### src/rtl/cpu_core_param.sv
// cpu_core_param: parametrised two-state (FETCH/EXEC) CPU core with a
// request/acknowledge instruction fetch, an internal instruction register,
// a resettable register file and a combinational debug read port.
// Optional feature macro: CPU_BRANCH_EN builds j (0x06) and beq (0x07);
// without it both opcodes decode as undefined.
module cpu_core_param #(
    parameter int DATA_W = 8,
    parameter int REG_AW = 3,
    parameter int PC_W   = 32
) (
    input  logic              CLK,
    input  logic              RESET,
    output logic [PC_W-1:0]   PC,
    output logic              IMEM_REQ,
    input  logic              IMEM_ACK,
    input  logic [31:0]       INSTRUCTION,
    output logic              ZERO,
    output logic              ILLEGAL,
    input  logic [REG_AW-1:0] DBG_ADDR,
    output logic [DATA_W-1:0] DBG_DATA
);

    localparam int NUM_REGS = 1 << REG_AW;

    localparam logic [7:0] OP_LOADI = 8'h00;
    localparam logic [7:0] OP_MOV   = 8'h01;
    localparam logic [7:0] OP_ADD   = 8'h02;
    localparam logic [7:0] OP_SUB   = 8'h03;
    localparam logic [7:0] OP_AND   = 8'h04;
    localparam logic [7:0] OP_OR    = 8'h05;
`ifdef CPU_BRANCH_EN
    localparam logic [7:0] OP_J     = 8'h06;
    localparam logic [7:0] OP_BEQ   = 8'h07;
`endif

    typedef enum logic {FETCH, EXEC} state_t;

    state_t            state;
    logic [31:0]       ir;
    logic [DATA_W-1:0] regs [NUM_REGS];

    // Decoded fields of the instruction register.
    logic [7:0]        opcode;
    logic [REG_AW-1:0] rd_idx;
    logic [REG_AW-1:0] rs1_idx;
    logic [REG_AW-1:0] rs2_idx;
    logic [DATA_W-1:0] rs1_val;
    logic [DATA_W-1:0] rs2_val;
    logic [DATA_W-1:0] imm_sext;
    logic [PC_W-1:0]   pc_plus4;

    // Decode results consumed on the EXEC->FETCH edge.
    logic              wr_en;
    logic              zero_upd;
    logic              illegal_op;
    logic [DATA_W-1:0] wr_data;
    logic [PC_W-1:0]   next_pc;

    // Not every IR bit is used in every configuration (narrow REG_AW, no branches).
    logic              unused_ir;

    assign opcode    = ir[31:24];
    assign rd_idx    = ir[16 +: REG_AW];
    assign rs1_idx   = ir[8 +: REG_AW];
    assign rs2_idx   = ir[0 +: REG_AW];
    assign rs1_val   = regs[rs1_idx];
    assign rs2_val   = regs[rs2_idx];
    assign imm_sext  = DATA_W'($signed(ir[7:0]));
    assign pc_plus4  = PC + PC_W'(4);
    assign unused_ir = ^ir;

`ifdef CPU_BRANCH_EN
    logic [PC_W-1:0] br_target;

    // Word offset relative to the following instruction; wraps modulo 2^PC_W.
    assign br_target = pc_plus4 + (PC_W'($signed(ir[23:16])) << 2);
`endif

    // Fetch is requested whenever the core waits in FETCH and is out of reset.
    assign IMEM_REQ = (state == FETCH) && RESET;

    // Debug port reads the register file with no added latency.
    assign DBG_DATA = regs[DBG_ADDR];

    // Decode IR and compute write-back data, flag updates and the next PC.
    always_comb begin
        // NOTE: every signal driven here gets a default first; a path that left one unassigned would infer a latch.
        wr_en      = 1'b0;
        zero_upd   = 1'b0;
        illegal_op = 1'b0;
        wr_data    = '0;
        next_pc    = pc_plus4;
        case (opcode)
            OP_LOADI: begin
                wr_en   = 1'b1;
                wr_data = imm_sext;
            end
            OP_MOV: begin
                wr_en   = 1'b1;
                wr_data = rs2_val;
            end
            OP_ADD: begin
                wr_en    = 1'b1;
                zero_upd = 1'b1;
                wr_data  = rs1_val + rs2_val;
            end
            OP_SUB: begin
                wr_en    = 1'b1;
                zero_upd = 1'b1;
                wr_data  = rs1_val - rs2_val;
            end
            OP_AND: begin
                wr_en    = 1'b1;
                zero_upd = 1'b1;
                wr_data  = rs1_val & rs2_val;
            end
            OP_OR: begin
                wr_en    = 1'b1;
                zero_upd = 1'b1;
                wr_data  = rs1_val | rs2_val;
            end
`ifdef CPU_BRANCH_EN
            OP_J: begin
                next_pc = br_target;
            end
            OP_BEQ: begin
                if (rs1_val == rs2_val) begin
                    next_pc = br_target;
                end
            end
`endif
            default: begin
                illegal_op = 1'b1;
            end
        endcase
    end

    // FSM, PC, IR, register file and flags; reset overrides any fetch or commit in progress.
    always_ff @(posedge CLK) begin
        if (!RESET) begin
            // NOTE: sequential state uses <= so every register sees pre-edge values regardless of statement order.
            state   <= FETCH;
            PC      <= '0;
            ir      <= '0;
            ZERO    <= 1'b0;
            ILLEGAL <= 1'b0;
            // NOTE: the register file must read 0 after reset, so each entry is cleared explicitly; this also keeps it in flops rather than RAM.
            for (int i = 0; i < NUM_REGS; i++) begin
                regs[REG_AW'(i)] <= '0;
            end
        end else begin
            ILLEGAL <= 1'b0;
            case (state)
                FETCH: begin
                    if (IMEM_ACK) begin
                        ir    <= INSTRUCTION;
                        state <= EXEC;
                    end
                end
                EXEC: begin
                    if (wr_en) begin
                        regs[rd_idx] <= wr_data;
                    end
                    if (zero_upd) begin
                        ZERO <= (wr_data == '0);
                    end
                    ILLEGAL <= illegal_op;
                    PC      <= next_pc;
                    state   <= FETCH;
                end
            endcase
        end
    end

endmodule

### config.mk
export PLATFORM = sky130hd
export DESIGN_NAME = cpu_core_param
export DESIGN_NICKNAME = d
export VERILOG_FILES = /design/src/rtl/cpu_core_param.sv
export SDC_FILE = /design/constraint.sdc
export NUM_CORES = 1
export LEC_CHECK = 0
export ABC_CLOCK_PERIOD_IN_PS = 5500
export BUFFER_PORTS_ARGS = -buffer_cell sky130_fd_sc_hd__buf_2
export CAP_MARGIN = 10
export CORE_MARGIN = 2
export CORE_UTILIZATION = 40
export DETAILED_ROUTE_END_ITERATION = 8
export HOLD_SLACK_MARGIN = 0.12
export PLACE_DENSITY_LB_ADDON = 0.1
export SYNTH_ARGS = -nofsm -noshare
export SYNTH_HDL_FRONTEND = slang
export SYNTH_SLANG_ARGS = --single-unit
### constraint.sdc
create_clock -name CLK -period 5.5 [get_ports CLK]
set_input_delay 0.825 -clock CLK [delete_from_list [all_inputs] [get_ports CLK]]
set_output_delay 0.825 -clock CLK [all_outputs]
set_load 0.1 [all_outputs]
After elaboration in Yosys (flattened, before gate mapping) --
Memories as Yosys holds them, arrays and structs flattened. A register that Yosys moved wholly into a read port is not among the register bits. Cells that the tools add are included.
Storage, ports and cells: register bits 67, bits in latches 0, RAM bits 64, bits in read-only memories 0, bits of input ports 38, output and inout port bits 43, word-level logic and storage cells 44, memories kept 1
Cells by class: add/sub/neg operators 3, multipliers 0, div/mod/pow operators 0, $lt $le $gt $ge 0, eq/ne operators 5, shifts and indexed selects 0, muxes and demuxes 18, bitwise logic cells 3, reductions and logical operators 9
Memory list:
- regs | depth 8, bits a word 8, read ports 3, clocked after Yosys merged registers in 2, write ports 8, RTL line 40 | logic [DATA_W-1:0] regs [NUM_REGS];
Operators with widths (count):
- $pmux W8 S6 | 1
- $add A32 B3 Y32 const B | 1
- $eq A8 B2 Y1 const B | 2
- $eq A8 B3 Y1 const B | 2
- $logic_not A8 Y1 | 2
- $mux W3 | 5
- $mux W1 | 10
- $add A8 B8 Y8 | 1
- $and A8 B8 Y8 | 1
- $eq A8 B1 Y1 const B | 1
- $mux W8 | 1
- $or A8 B8 Y8 | 1
- $reduce_or A8 Y1 | 1
- $sub A8 B8 Y8 | 1
- $reduce_and A2 Y1 | 3
- $reduce_or A6 Y1 | 1
- $reduce_or A4 Y1 | 1
- $pmux W1 S2 | 1
- $logic_and A1 B1 Y1 | 1
- $not A1 Y1 | 1

Longest topological paths before layout --
depth after elaboration 9, mapped depth 19, depth with buffers taken out 17

Least setup slack after synthesis --
No wires, ideal clock.
path kind register -> register, start register with a tool-made name, end register ZERO, arrival 3.743 ns, required time 5.441 ns, path slack 1.698 ns, stages on the path, launching flop included 17, buffers on the path 2, cell sequence dfxtp_1 > buf_4 > buf_6 > mux4_2 > mux2i_4 > ha_1 > nand2_1 > o21a_1 > ha_1 > nor2b_1 > o21ai_0 > or3b_2 > a32oi_1 > o21ai_0 > a31oi_1 > and4_1 > a31o_1
RTL lines:
- end signal: assignment | RTL line 165 | ZERO <= (wr_data == '0);
- end: declaration | RTL line 17 | output logic ZERO,

==> flow_metrics.py <==
metrics = {
    "outcome": {
        "outcome": "completed",
    },
    "clock_tree": {
        "cts_hold_buf": 0,
        "cts_buffers": 17,
        "clk_pin_slew_ns": 0.05,
        "clock-root-buffer": "clkbuf_16",
        "clk_latency_ns": 0.42,
        "clk_path_buf_depth": 2,
        "cts_sinks": 125,
        "cts_tree": "built",
        "cts_setup_buffers": 0,
        "cts_resized": 0,
        "htreeDepth": 4,
    },
    "power_and_ir_drop": {
        "p_per_area_nw_per_um2": 318,
        "power.leakage_nw": 3.09,
        "vdd.ir_drop.worst_uv": 205,
        "fin_total_pwr_mw": 2.56,
    },
    "worst_setup_path": {
        "required_ns": 5.65,
        "crit_path_start_kind": "register",
        "crit_chain": "mux2_2 > o22ai_1 > nor2_1 > inv_1 > ha_1 > nand2_1 > o21a_1 > ha_1 > nor2b_1 > o31ai_1 > a21oi_1 > a21o_1 > a21oi_1 > xnor2_1 > a21oi_2 > nor2_1",
        "crit_family": "compound AO/OA/AOI/OAI gates",
        "rrSetupSlack_ns": 1.07,
        "critical_path_class": "register to register",
        "max_stage_delay_ns": 1.05,
        "reg2reg_to": "regs[7][7]",
        "critical_path.max_fanout": 24,
        "worst_setup_path_end_kind": "register",
        "cpMaxStageDelayCell": "dfxtp_1",
        "critical_path_arrival_ns": 4.57,
        "r2r_cells": 16,
        "crit_buf_inv": 1,
    },
    "synth": {
        "ys_types": 56,
        "synth_edf_count": 64,
        "synth.avg_cell_area_um2": 10.8,
        "yosys_warnings": 0,
        "yosysTopAreaCellShare_pct": 27.6,
        "synth.area.top_cells": "edfxtp_1 28%, dfxtp_1 18%, mux4_2 13%",
        "yosysTopAreaCell": "edfxtp_1",
        "ys_ff_latch": 125,
        "synth_area_um2": 6960,
        "syn-instance-count": 645,
        "yosysMostFrequentCell": "nand2_1",
        "async_reset_ff_share_pct": 0,
        "synth.yosys.seq_area_share_pct": 45.2,
        "ys_top_cells_by_count": "90 x nand2_1, 78 x nor2_1, 64 x edfxtp_1",
        "synth_ff_type": "edfxtp_1",
    },
    "final_layout": {
        "fin_nets": 760,
        "area_delta_synth_final_pct": 16.0,
        "drive_gt1_share_pct": 24.3,
        "final_cell_area_um2": 8070,
        "multi_input_area_um2": 3600,
        "fillers": 1618,
        "seq_area_um2": 3140,
        "antenna_cells": 0,
    },
    "timing": {
        "slew_violations": 0,
        "rsz0062_at_grt": "false",
        "maxSlewHeadroom_pct": 25.9,
        "clock_skew_ns": 0.00385,
        "post-route-period-util_pct": 80.5,
        "finalHoldViolCount": 0,
        "fin_ws_ns": 1.07,
        "fin_hold_ws_ns": 0.466,
        "timing.final.setup_violations": 0,
        "tns_ns": 0,
        "period_needed_ns": 4.43,
        "worst_pin_slew_ns": 1.11,
        "max_freq_ghz": 0.226,
    },
    "grt": {
        "grt_pass1_vias": 5151,
        "grt_pass1_wl_um": 29000,
        "grt-ovfl-total": 0,
        "antenna_found_initial": 0,
        "grt_start_max_net_pins": 64,
        "grt_usage_pct": 21.4,
    },
    "place": {
        "pre_cts_slack_ns": 1.12,
        "placed_cell_area_um2": 7500,
        "portBuffers": 68,
        "gp_congestion": 0.905,
        "hpwl_um": 12900,
    },
    "detailed_routing": {
        "vias_per_cell": 5.49,
        "drc_errors": 0,
        "ant_nets": 0,
        "wl_per_cell_um": 19.6,
        "num_vias": 5205,
        "drt_first_pass_iters": 7,
        "routed_wl_um": 18600,
        "drt_iter0_markers": 385,
    },
    "floorplanning": {
        "initial_utilization_pct": 40.5,
        "rows": 48,
        "fp.dieArea_um2": 18500,
        "die_x_um": 136,
        "io_pins": 81,
        "die-height_um": 136,
        "core_area_um2": 17200,
    },
    "run": {
        "maxCapViolCount": 0,
    },
    "worst_hold_path": {
        "holdPathStages": 2,
        "min_to": "ir[31]",
        "min_from": "ir[31]",
        "hold_path.class": "register to register",
    },
}
## placed cells by master, fill, tap and decap left out, types with 10 or more instances in the layout
cell	instances
nand2_1	90
nor2_1	78
buf_2	68
edfxtp_1	64
dfxtp_1	61
mux4_2	40
and2_1	28
xnor2_1	28
a21boi_0	25
mux2_2	19
clkbuf_16	17
nor2b_1	14
a21oi_1	14
inv_1	11
o21ai_0	11
ha_1	11
buf_4	11
mux2i_1	10
nand3_1	10
## through the flow
step,utilization (%),cells
after floorplan,-,646
final,47.0,948
after detailed placement,43.7,916
after global routing,47.0,948
after global placement,43.7,916
after CTS,47.0,948
## worst register-to-register path, delay by kind of cell, from the launching register on
kind,cells,cell delay [ns]
AOI/OAI and AO/OA,7,1.62
and+or+nand+nor,4,0.38
buffers and inverters,1,0.10
muxes,1,0.43
adders and majority gates,2,0.45
xor gates and xnor gates,1,0.13
DFF,1,1.05
## cell type report
| cell class | count | share of cell area [%] |
|---|---|---|
| multi-input combinational | 474 | 44.7 |
| tap | 225 | 3.49 |
| sequential | 125 | 39.0 |
| clock inverter | 6 | 0.714 |
| timing repair buffer | 79 | 5.24 |
| clock buffer | 26 | 6.31 |
| inverter | 13 | 0.605 |
## power breakdown
group | internal [mW] | leakage (nW) | switching [mW]
Sequential | 1.01 | 1.16 | 0.0365
Clock | 0.679 | 0.285 | 0.393
Combinational | 0.170 | 1.64 | 0.276
## per-layer routing
| layer | share of wire (%) | global-route usage (%) | vias to the layer above | wire length, um |
|---|---|---|---|---|
| met4 | 3.2 | 9.84 | 0 | 589 |
| met5 | 0 | 0 | - | 0 |
| met2 | 49 | 34.7 | 168 | 9060 |
| li1 | - | - | 2446 | - |
| met3 | 5.2 | 4.06 | 40 | 967 |
| met1 | 43 | 27.9 | 2551 | 8000 |
## worst max-delay path by stage
stage	startpoint	to	slack, ns	depth (start not counted)
2_1_floorplan	register	ZERO	1.70	16
3_3_place_gp	register	regs[0][7]	1.18	16
3_5_place_dp	register	regs[3][7]	1.12	16
4_1_cts	register	regs[6][7]	1.10	16
5_1_grt	register	regs[1][7]	0.75	16
6_report	register	regs[7][7]	1.07	16
## sequential cells by signal, indices dropped and copies added, names as in the netlist, named ones only
register  count
ILLEGAL       1
regs         64
ZERO          1
state         1
ir           22
PC           30
## kinds of logic after synthesis
group	Yosys count	synth area share [%]
other	1	0.0539
adders and majority gates	12	2.27
muxes	71	18.1
and+or+nand+nor	263	17.8
xor gates and xnor gates	37	4.66
DFF	125	45.2
AOI/OAI and AO/OA	89	8.81
buffers and inverters	47	3.08
Power figures use the tool's default switching activity.
